### src/rtl/fpu_op_issue_pkg.sv
// Shared FPU definitions: JVM FP opcode bytes, issue FSM state encoding and watchdog limit.
package fpu_op_issue_pkg;

  typedef enum logic [1:0] {
    ST_IDLE = 2'd0,
    ST_SEND = 2'd1,
    ST_WAIT = 2'd2,
    ST_KILL = 2'd3
  } issue_state_t;

  localparam logic [7:0] OP_FADD  = 8'h62;
  localparam logic [7:0] OP_DADD  = 8'h63;
  localparam logic [7:0] OP_FSUB  = 8'h66;
  localparam logic [7:0] OP_DSUB  = 8'h67;
  localparam logic [7:0] OP_FMUL  = 8'h6a;
  localparam logic [7:0] OP_DMUL  = 8'h6b;
  localparam logic [7:0] OP_FDIV  = 8'h6e;
  localparam logic [7:0] OP_DDIV  = 8'h6f;
  localparam logic [7:0] OP_FREM  = 8'h72;
  localparam logic [7:0] OP_DREM  = 8'h73;
  localparam logic [7:0] OP_I2F   = 8'h86;
  localparam logic [7:0] OP_I2D   = 8'h87;
  localparam logic [7:0] OP_L2F   = 8'h89;
  localparam logic [7:0] OP_L2D   = 8'h8a;
  localparam logic [7:0] OP_F2I   = 8'h8b;
  localparam logic [7:0] OP_F2L   = 8'h8c;
  localparam logic [7:0] OP_F2D   = 8'h8d;
  localparam logic [7:0] OP_D2I   = 8'h8e;
  localparam logic [7:0] OP_D2L   = 8'h8f;
  localparam logic [7:0] OP_D2F   = 8'h90;
  localparam logic [7:0] OP_FCMPL = 8'h95;
  localparam logic [7:0] OP_FCMPG = 8'h96;
  localparam logic [7:0] OP_DCMPL = 8'h97;
  localparam logic [7:0] OP_DCMPG = 8'h98;

  localparam logic [7:0] WD_LIMIT = 8'hFF;

endpackage

### src/rtl/fpu_op_classify.sv
// Combinational decode: is this JVM opcode one the FPU sequencer implements?
module fpu_op_classify
  import fpu_op_issue_pkg::*;
(
  input  logic [7:0] opcode,
  output logic       legal
);

  always_comb begin
    legal = 1'b0;
    case (opcode)
      OP_FADD, OP_DADD, OP_FSUB, OP_DSUB, OP_FMUL, OP_DMUL,
      OP_FDIV, OP_DDIV, OP_FREM, OP_DREM,
      OP_I2F, OP_I2D, OP_L2F, OP_L2D, OP_F2I, OP_F2L,
      OP_F2D, OP_D2I, OP_D2L, OP_D2F,
      OP_FCMPL, OP_FCMPG, OP_DCMPL, OP_DCMPG: legal = 1'b1;
      default: legal = 1'b0;
    endcase
  end

endmodule

### src/rtl/fpu_op_issue.sv
// Issues one FP opcode at a time from the IU to the FPU microcode sequencer.
// Optional WAIT watchdog enabled by defining FPU_ISSUE_WATCHDOG_EN.
module fpu_op_issue
  import fpu_op_issue_pkg::*;
(
  input  logic       clk,
  input  logic       reset,
  input  logic       iu_op_valid,
  input  logic [7:0] iu_opcode,
  output logic       iu_op_ready,
  input  logic       iu_op_kill,
  input  logic       iu_stall,
  output logic [7:0] nx_opcode,
  output logic       nx_fpop_valid,
  input  logic       fpu_look,
  input  logic       fpu_done,
  output logic       fpuhold,
  output logic       fpkill,
  output logic       iu_res_valid,
  output logic       iu_op_illegal,
  output logic       iu_timeout,
  output logic       busy,
  output logic [1:0] dbg_state,
  output logic [7:0] dbg_opcode
);

  // Handshake: an opcode transfers on a cycle where iu_op_valid and iu_op_ready are both 1;
  // iu_op_ready never depends on iu_op_valid.
  issue_state_t state, state_nx;
  logic [7:0]   op_q;
  logic         res_q, ill_q;
  logic         legal, accept, kill_active, timeout;

  fpu_op_classify u_classify (
    .opcode (iu_opcode),
    .legal  (legal)
  );

  assign accept      = iu_op_valid && iu_op_ready;
  assign kill_active = iu_op_kill && (state == ST_SEND || state == ST_WAIT);

`ifdef FPU_ISSUE_WATCHDOG_EN
  logic [7:0] wd_cnt;

  always_ff @(posedge clk) begin
    if (reset) begin
      wd_cnt <= 8'h00;
    end else if (state == ST_SEND && state_nx == ST_WAIT) begin
      wd_cnt <= 8'h00;
    end else if (state == ST_WAIT && !iu_stall && !timeout) begin
      wd_cnt <= wd_cnt + 8'h01;
    end
  end

  // An external kill takes precedence; the timeout only fires on an unheld cycle.
  assign timeout = (state == ST_WAIT) && (wd_cnt == WD_LIMIT) && !iu_stall && !iu_op_kill;
`else
  assign timeout = 1'b0;
`endif

  always_ff @(posedge clk) begin
    if (reset) state <= ST_IDLE;
    else       state <= state_nx;
  end

  always_comb begin
    state_nx = state;
    case (state)
      ST_IDLE: if (accept && legal) state_nx = ST_SEND;
      ST_SEND: begin
        if (kill_active)                state_nx = ST_KILL;
        else if (!iu_stall && fpu_look) state_nx = ST_WAIT;
      end
      ST_WAIT: begin
        if (kill_active || timeout)     state_nx = ST_KILL;
        else if (!iu_stall && fpu_done) state_nx = ST_IDLE;
      end
      ST_KILL: state_nx = ST_IDLE;
      default: state_nx = ST_IDLE;
    endcase
  end

  always_comb begin
    iu_op_ready   = (state == ST_IDLE) && !iu_stall && !iu_op_kill;
    nx_fpop_valid = (state == ST_SEND);
    nx_opcode     = nx_fpop_valid ? op_q : 8'h00;
    fpuhold       = iu_stall;
    fpkill        = reset || kill_active || timeout;
    busy          = (state != ST_IDLE);
    iu_timeout    = timeout;
    iu_res_valid  = res_q;
    iu_op_illegal = ill_q;
    dbg_state     = state;
    dbg_opcode    = op_q;
  end

  always_ff @(posedge clk) begin
    if (reset) begin
      op_q  <= 8'h00;
      res_q <= 1'b0;
      ill_q <= 1'b0;
    end else begin
      res_q <= (state == ST_WAIT) && fpu_done && !iu_stall && !kill_active && !timeout;
      ill_q <= accept && !legal;
      if (accept && legal) op_q <= iu_opcode;
    end
  end

endmodule

### config.mk
export PLATFORM = sky130hd
export DESIGN_NAME = fpu_op_issue
export DESIGN_NICKNAME = d
export VERILOG_FILES = /design/src/rtl/fpu_op_issue_pkg.sv /design/src/rtl/fpu_op_classify.sv /design/src/rtl/fpu_op_issue.sv
export SDC_FILE = /design/constraint.sdc
export NUM_CORES = 1
export LEC_CHECK = 0
export ABC_AREA = 0
export CAP_MARGIN = 40
export CORE_MARGIN = 2
export CORE_UTILIZATION = 40
export DETAILED_ROUTE_END_ITERATION = 8
export GPL_TIMING_DRIVEN = 0
export HOLD_SLACK_MARGIN = 0.08
export PLACE_DENSITY = 0.83
export REMOVE_ABC_BUFFERS = 1
export SLEW_MARGIN = 20
export SYNTH_ARGS = -nofsm -noshare
export SYNTH_HDL_FRONTEND = slang
export SYNTH_SLANG_ARGS = --single-unit
### constraint.sdc
create_clock -name clk -period 2.6 [get_ports clk]
set_input_delay 0.26 -clock clk [delete_from_list [all_inputs] [get_ports clk]]
set_output_delay 0.26 -clock clk [all_outputs]
set_load 0.05 [all_outputs]
Word level (Yosys, flattened, before mapping)
Cells that the tools add are included.

storage, ports and cells
  bits in registers = 12
  bits of input ports = 15
  output and inout port bits = 26
  logic and storage cells = 63

operators by class
  eq/ne operators = 30
  mux-type cells = 8
  reduce and logical (&&, ||, !) cells = 21

operator list
  kind                count
  $eq 8x8->1 const B  14
  $eq 8x7->1 const B  10
  $reduce_or 24->1    1
  $logic_and 1x1->1   11
  $mux 2              5
  $mux 8              1
  $pmux 2 s4          1
  $eq 2x2->1 const B  2
  $logic_not 1->1     4
  $ne 3x1->1 const B  1
  $ne 3x2->1 const B  1
  $reduce_and 3->1    1
  $eq 2x1->1 const B  1
  $logic_not 2->1     1
  $logic_or 1x1->1    2
  $ne 2x1->1 const B  1
  $reduce_bool 2->1   1
  $mux 1              1

Logic depth before layout (Yosys ltp)
Gate-level depths: netlist of run 1.

  word-level depth = 7
  depth in mapped cells = 8
  gate-level depth less buffers = 7

Modules after synthesis
Synthesis of run 1 repeated with hierarchy kept, for this count alone.

unflattened totals
  cell total of the unflattened synthesis = 80
  area, all modules = 713.2 µm²

by module, submodules not included
  module           instances  cells an instance  area each (µm²)
  fpu_op_issue     1          69                 639.4
  fpu_op_classify  1          11                 73.8

Least setup slack after synthesis of run 1
Ideal clock, no wire load.

  path kind = reg2reg
  start = register state[0] (netlist: dbg_state[0])
  end = register state[0] (netlist: dbg_state[0])
  setup time = 0.134 ns
  data arrival time = 2.962 ns
  data required time = 2.466 ns
  path slack = -0.496 ns
  stages on the path, launching flop included = 9
  buffers on the path = 1
  period minus slack after synthesis = 3.096 ns
  path through = dfxtp_1 -> inv_1 -> ha_1 -> nor3b_1 -> and2_1 -> o211ai_2 -> buf_6 -> a211oi_1 -> a211oi_1

between the ends
  cells in the longest elaborated chain, start to end = 7
  elaborated cells between the ends (all ways) = 17
  those cells by class = eq/ne (6); mux (3); reduce/logical (8)

ends and longest elaborated chain
  item                               line                source
  start, declared                    fpu_op_issue.sv:29  issue_state_t state, state_nx;
  start signal, assigned             fpu_op_issue.sv:63  else state <= state_nx;
  $logic_not 2->1                    fpu_op_issue.sv:84  iu_op_ready = (state == ST_IDLE) && !iu_stall && !iu_op_kill;
  $logic_and 1x1->1 (2 in a row)     fpu_op_issue.sv:84
  via iu_op_ready                    fpu_op_issue.sv:10  output logic iu_op_ready,
  $logic_and 1x1->1                  fpu_op_issue.sv:39  assign accept = iu_op_valid && iu_op_ready;
  $logic_and 1x1->1                  fpu_op_issue.sv:69  ST_IDLE: if (accept && legal) state_nx = ST_SEND;
  $ne 2x1->1 (no source line)        -
  $reduce_and 3->1 (no source line)  -

The timed path passes the listed nets, and every way through them passes these cells.
A chain may end at the register's enable or synchronous reset.

Worst setup path after layout of run 1
  start = register state[1] (netlist: dbg_state[1])
  end = output nx_opcode[2]

between the ends
  cells in the longest elaborated chain, start to end = 2

ends and longest elaborated chain
  item           line                source
  $eq 2x1->1     fpu_op_issue.sv:85  nx_fpop_valid = (state == ST_SEND);
  $mux 8         fpu_op_issue.sv:86  nx_opcode = nx_fpop_valid ? op_q : 8'h00;
  end, declared  fpu_op_issue.sv:13  output logic [7:0] nx_opcode,

No other way between the ends.

==> summary.txt, run 1 <==
Final layout
  – Most common cell after layout, fill and taps aside: clkdlybuf4s50_1
  – Fraction of final layout cells sized beyond drive strength 1: 0.0598
  – Post-Layout Cell Count: 142
  – Antenna cells: 0
  – Cell area after layout: 1150 µm²
  – Nets: 138
  – Most frequent cells in the layout: clkdlybuf4s50_1, dfxtp_1, and2_1, nor2_1, mux2i_1
  – Area grow syn2layout: 56.6%

Place
  – Placed Cells: 139
  – DPL Wire Length: 1420 µm
  – Placed Instance Area: 1120 µm²
  – Port Buffers: 39
  – Gp weighted congestion: 0.788

Routing
  – DRT antenna net count: 0
  – DRT Pass-1 Iters: 4
  – Via count: 713
  – Avg Vias per Cell: 5.02
  – Wire per inst: 12.6 µm
  – DRC marker count from the first detailed-route iteration: 7
  – DR DRC count: 0
  – Total wire length: 1790 µm

Global routing
  – Global-route wire length before repair: 2620 µm
  – Congestion Overflow GR: 0
  – GRT Total Usage: 0.171
  – Initial antenna violation count: 0
  – Vias in the first global route: 626
  – Largest net degree at the start of global routing: 14

Power
  – Logic pwr share: 0.517
  – Leakage: 0.478 nW
  – NetSw: 280 µW
  – Clock power share: 0.177
  – Int Pwr: 375 µW
  – Pwr Total: 655 µW
  – Sw Share: 0.428
  – Pwr/cell area: 571 nW/µm²
  – Reg power frac: 0.306
  – Peak VDD IR: 272 µV

Yosys
  – #FFs+latches synth: 12
  – Post-synth top area share: 0.328
  – Sequential area share after synthesis: 0.328
  – Synth cell types: 33
  – Post-Syn Instances: 79
  – Top cells by area, synth: dfxtp_1, mux2i_1, and2_1, ha_1, nor2_1
  – Post-Syn Area: 732 µm²
  – Synthesized area per cell: 9.27 µm²
  – Largest area contributor in the netlist: dfxtp_1
  – Yosys warns: 0

Run
  – Max-cap violations: 0

Clocking
  – Post-cts sizing count: 0
  – H-Tree Level Count: 1
  – Clock buffer count from CTS: 3
  – Clock Tree Buf Depth: 2
  – CTS clock-pin slew for the worst setup and hold paths: 70 ps
  – Hold_buf cts: 0
  – TritonCTS clock tree: built
  – Root buffer cell: clkbuf_4
  – Clock sink count: 12
  – Post-CTS Setup Bufs: 0
  – Latest clock arrival within the worst-skew pair: 280 ps

Timing
  – TNS Setup: 0 ps
  – Setup Viol. Count Final: 0
  – Actual slew at the worst max-slew pin: 696 ps
  – Final hold viol count: 0
  – Post-Route Skew: 1.31 ps
  – Minimum clock period: 2400 ps
  – RSZ-0062 raised after global routing: no
  – Fmax: 417 MHz
  – Slew margin rel.: 0.535
  – Fin crit share: 0.922
  – Fin. max-slew vios: 0

Floorplan
  – Row count: 15
  – Die area: 2190 µm²
  – Initial core utilization: 0.424
  – Floorplan core area: 1730 µm²
  – DIE HEIGHT: 46.8 µm
  – Ports: 41
  – Chip Width: 46.8 µm

Setup path
  – Worst setup SP type: flip-flop
  – Crit Path Max Fanout: 11
  – Critical Path RT: 2340 ps
  – Cells along the critical path: inv_1 -> ha_1 -> and2_1 -> clkdlybuf4s50_1
  – CP endpoint kind: output pin
  – R2R setup slack: 490 ps
  – Worst R2R Path Depth: 7
  – CP max stage cell: clkdlybuf4s50_1
  – Reg2reg start: dbg_state[0]
  – Reg-to-reg endpoint: dbg_state[0]
  – Critical path class: flip-flop to output pin
  – Critical path data arrival time: 2140 ps
  – Crit path largest cell delay: 800 ps

Min path
  – Hold depth: 2
  – Worst Hold End: dbg_opcode[0]
  – HP Class: flip-flop to flip-flop
  – HP Start: dbg_opcode[0]

Run status
  – Outcome: complete, no violations
## synthesized netlist by cell type, drive strengths merged
library cell,count
ha,4
clkbuf,1
nor3b,1
buf,3
nand4b,1
nand3b,1
and3,1
o211ai,2
nor2,9
or3b,1
inv,4
a221oi,1
o31ai,1
o21ai,2
or3,1
a22oi,1
nor4b,1
o32ai,1
a21oi,2
and2,9
or2,1
conb,1
dfxtp,12
nor3,1
a211o,1
mux2i,8
nand2b,2
a211oi,3
a21o,2
and3b,1
## power by group through the flow
stage                     registers, mW  clock network [mW]  logic, mW
after global routing              0.202               0.121      0.358
after detailed placement          0.205                   0      0.340
after global placement            0.205                   0      0.333
after floorplan                   0.239                   0      0.187
final                             0.200               0.116      0.339
after CTS                         0.201               0.116      0.341
## kinds of logic (layout without fill, tap and decap cells)
| kind of cell | count (synthesis) | count (layout) | synth area share |
|---|---|---|---|
| fa+ha+maj | 4 | 4 | 0.0684 |
| other cells | 1 | 1 | 0.00512 |
| buf+inv | 8 | 46 | 0.0615 |
| compound gates | 16 | 16 | 0.178 |
| mux | 8 | 8 | 0.109 |
| simple gates | 30 | 30 | 0.250 |
| flops | 12 | 12 | 0.328 |
## stage by stage
stage,utilization,setup WS [ps],hold WS (ps)
final,0.664,204,517
after global routing,0.664,96.2,562
after CTS,0.664,194,526
after detailed placement,0.651,101,512
after global placement,0.651,171,497
after floorplan,-,-620,332
## final cells by class
| cell class | instances | area [µm²] |
|---|---|---|
| Multi-Input combinational cell | 59 | 447 |
| Sequential cell | 12 | 240 |
| Tap cell | 25 | 31.3 |
| Fill cell | 163 | 581 |
| Clock buffer | 3 | 22.5 |
| Timing Repair Buffer | 39 | 390 |
| Inverter | 4 | 15.0 |
## registers in the layout, summed over array words and instances, names as in the netlist
| signal | count |
|---|---|
| iu_res_valid | 1 |
| dbg_state | 2 |
| iu_op_illegal | 1 |
| dbg_opcode | 8 |
## how the worst max path moves through the flow
stage | start | end
2_1_floorplan | dbg_state[0] | dbg_state[0]
3_3_place_gp | iu_opcode[7] | dbg_state[0]
3_5_place_dp | iu_opcode[7] | dbg_state[0]
4_1_cts | dbg_state[1] | nx_opcode[2]
5_1_grt | dbg_state[1] | nx_opcode[2]
6_report | dbg_state[1] | nx_opcode[2]
## per-layer routing
| metal | share of wire | global-route usage | vias up |
|---|---|---|---|
| met5 | 0 | 0 | - |
| met4 | 0.016 | 0.0833 | 0 |
| met3 | 0.078 | 0.0346 | 5 |
| met2 | 0.50 | 0.312 | 30 |
| met1 | 0.41 | 0.185 | 322 |
| li1 | - | - | 356 |
## critical path, delay by kind of cell (launching register included)
family	cells	cell delay [ps]
AND/OR/NAND/NOR	1	190
adder cells (fa/ha/maj)	1	400
buffers and inverters	2	930
flip-flops	1	340
No activity file was read; power rests on OpenSTA's default activity.
==> run 2: changes to the inputs <==
--- a/config.mk
+++ b/config.mk
@@ -6,7 +6,6 @@
 export NUM_CORES = 1
 export LEC_CHECK = 0
 export ABC_AREA = 0
-export CAP_MARGIN = 40
 export CORE_MARGIN = 2
 export CORE_UTILIZATION = 40
 export DETAILED_ROUTE_END_ITERATION = 8
==> results of run 2 <==
No change in the layout: final DEF, timing and power equal those of run 1.
==> run 3: changes to the inputs <==
--- a/config.mk
+++ b/config.mk
@@ -6,12 +6,14 @@
 export NUM_CORES = 1
 export LEC_CHECK = 0
 export ABC_AREA = 0
+export CELL_PAD_IN_SITES_DETAIL_PLACEMENT = 1
+export CELL_PAD_IN_SITES_GLOBAL_PLACEMENT = 1
 export CORE_MARGIN = 2
-export CORE_UTILIZATION = 40
+export CORE_UTILIZATION = 28
 export DETAILED_ROUTE_END_ITERATION = 8
 export GPL_TIMING_DRIVEN = 0
 export HOLD_SLACK_MARGIN = 0.08
-export PLACE_DENSITY = 0.83
+export PLACE_DENSITY_LB_ADDON = 0.1
 export REMOVE_ABC_BUFFERS = 1
 export SLEW_MARGIN = 20
 export SYNTH_ARGS = -nofsm -noshare
==> summary.txt, run 3 (synthesized netlist as in run 1, its figures left out) <==
Clocking
  – CTS clock-pin slew for the worst setup and hold paths: 80 ps (was 70 ps)
  – Hold_buf cts: 0 (unchanged)
  – Clock buffer count from CTS: 3 (unchanged)
  – TritonCTS clock tree: built (unchanged)
  – Clock Tree Buf Depth: 2 (unchanged)
  – Latest clock arrival within the worst-skew pair: 270 ps (was 280 ps)
  – Post-cts sizing count: 0 (unchanged)
  – H-Tree Level Count: 1 (unchanged)
  – Clock sink count: 12 (unchanged)
  – Root buffer cell: clkbuf_4 (unchanged)
  – Post-CTS Setup Bufs: 0 (unchanged)

Routing
  – DRC marker count from the first detailed-route iteration: 7 (unchanged)
  – Wire per inst: 13.4 µm (was 12.6 µm)
  – Avg Vias per Cell: 4.82 (was 5.02)
  – DRT antenna net count: 0 (unchanged)
  – DRT Pass-1 Iters: 4 (unchanged)
  – Via count: 713 (unchanged)
  – DR DRC count: 0 (unchanged)
  – Total wire length: 1980 µm (was 1790 µm)

Global routing
  – Largest net degree at the start of global routing: 14 (unchanged)
  – GRT Total Usage: 0.146 (was 0.171)
  – Vias in the first global route: 698 (was 626)
  – Congestion Overflow GR: 0 (unchanged)
  – Initial antenna violation count: 0 (unchanged)
  – Global-route wire length before repair: 3130 µm (was 2620 µm)

Floorplan
  – Floorplan core area: 2480 µm² (was 1730 µm²)
  – Row count: 18 (was 15)
  – Chip Width: 55.1 µm (was 46.8 µm)
  – Ports: 41 (unchanged)
  – Initial core utilization: 0.295 (was 0.424)
  – Die area: 3040 µm² (was 2190 µm²)
  – DIE HEIGHT: 55.1 µm (was 46.8 µm)

Timing
  – RSZ-0062 raised after global routing: no (unchanged)
  – Fin crit share: 0.935 (was 0.922)
  – Minimum clock period: 2430 ps (was 2400 ps)
  – Actual slew at the worst max-slew pin: 740 ps (was 696 ps)
  – Slew margin rel.: 0.505 (was 0.535)
  – Setup Viol. Count Final: 0 (unchanged)
  – Fin. max-slew vios: 0 (unchanged)
  – TNS Setup: 0 ps (unchanged)
  – Fmax: 411 MHz (was 417 MHz)
  – Post-Route Skew: 1.83 ps (was 1.31 ps)
  – Final hold viol count: 0 (unchanged)

Setup path
  – Crit. Startpoint: dbg_state[0] (was dbg_state[1])
  – CP endpoint kind: output pin (unchanged)
  – Crit Path Max Fanout: 5 (was 11)
  – CP max stage cell: clkdlybuf4s50_1 (unchanged)
  – Crit path largest cell delay: 850 ps (was 800 ps)
  – Worst setup SP type: flip-flop (unchanged)
  – Critical Path RT: 2340 ps (about the same)
  – R2R setup slack: 390 ps (was 490 ps)
  – Critical path class: flip-flop to output pin (unchanged)
  – Critical path data arrival time: 2170 ps (was 2140 ps)
  – Levels on crit path: 4 (unchanged)
  – Reg2reg start: dbg_state[0] (unchanged)
  – Worst R2R Path Depth: 7 (unchanged)
  – Cell family with most CP delay: buffers and inverters (unchanged)
  – Cells along the critical path: inv_1 -> ha_1 -> nor3b_1 -> clkdlybuf4s50_1 (was inv_1 -> ha_1 -> and2_1 -> clkdlybuf4s50_1)
  – Crit path buf inv count: 2 (unchanged)

Power
  – Peak VDD IR: 448 µV (was 272 µV)
  – Leakage: 0.485 nW (was 0.478 nW)
  – Pwr/cell area: 592 nW/µm² (was 571 nW/µm²)
  – Pwr Total: 691 µW (was 655 µW)

Place
  – Port Buffers: 39 (unchanged)
  – DPL Wire Length: 1540 µm (was 1420 µm)
  – Gp weighted congestion: 0.806 (was 0.788)

Final layout
  – Most common cell after layout, fill and taps aside: clkdlybuf4s50_1 (unchanged)
  – Nets: 138 (unchanged)
  – Area grow syn2layout: 59.3% (was 56.6%)
  – Antenna cells: 0 (unchanged)
  – Fillers: 313 (was 163)
  – Most frequent cells in the layout: clkdlybuf4s50_1, dfxtp_1, and2_1, nor2_1, mux2i_1 (unchanged)
  – Max reg flops: 8 (unchanged)
  – Fraction of final layout cells sized beyond drive strength 1: 0.0678 (was 0.0598)

Min path
  – HP Start: dbg_opcode[2] (was dbg_opcode[0])
  – Hold depth: 2 (unchanged)
  – HP Class: flip-flop to flip-flop (unchanged)

Run
  – Max-cap violations: 0 (unchanged)

Run status
  – Outcome: complete, no violations (unchanged)
run 3: cell count changes in the layout (fill, tap and decap cells not counted), sizes merged:
| cell | delta |
|---|---|
| clkbuf | +1 |
run 3: power by group:
part / internal (mW) / switching [mW] / leakage [nW]
clock: 0.0850 / 0.0633 / 0.0210
combinational: 0.127 / 0.214 / 0.367
sequential: 0.194 / 0.00713 / 0.0969
total: 0.406 / 0.285 / 0.485
run 3: path summary, 6_finish.rpt:
path / endpoint
worst max-delay path: iu_op_ready
worst min-delay path: dbg_opcode[2]
worst max register to register: dbg_state[0]
worst min register to register: dbg_opcode[2]
run 3: layout make-up:
cell class              count  area, µm²  share of cell area
multi-input cells          59        447               0.383
repair buffers             39        390               0.335
flip-flops and latches     12        240               0.206
well taps                  30       37.5              0.0322
clock buffers               4       36.3              0.0311
inverters                   4       15.0              0.0129
run 3: stage by stage:
stage / util / instances / hold slack (ps) / instance area, µm² / setup WS [ps]
floorplan: - / 75 / 332 / 702 / -620
global placement: 0.456 / 144 / 497 / 1130 / 107
detailed placement: 0.456 / 144 / 511 / 1130 / 98.2
CTS: 0.471 / 148 / 531 / 1170 / 159
global route: 0.471 / 148 / 568 / 1170 / 47.3
finish: 0.471 / 148 / 520 / 1170 / 168
run 3: worst min-delay path, delay by kind of cell, from the launching register on:
kind | cells | cell delay, ps
flip-flops | 1 | 340
multiplexers | 1 | 70
AND/OR/NAND/NOR | 1 | 70
run 3: layer usage:
metal / GRT usage / vias to the layer above / wire, µm
met2: 0.244 / 28 / 923
met5: 0 / - / 0
met4: 0.0610 / 0 / 12
li1: - / 354 / -
met3: 0.0376 / 2 / 158
met1: 0.176 / 329 / 889
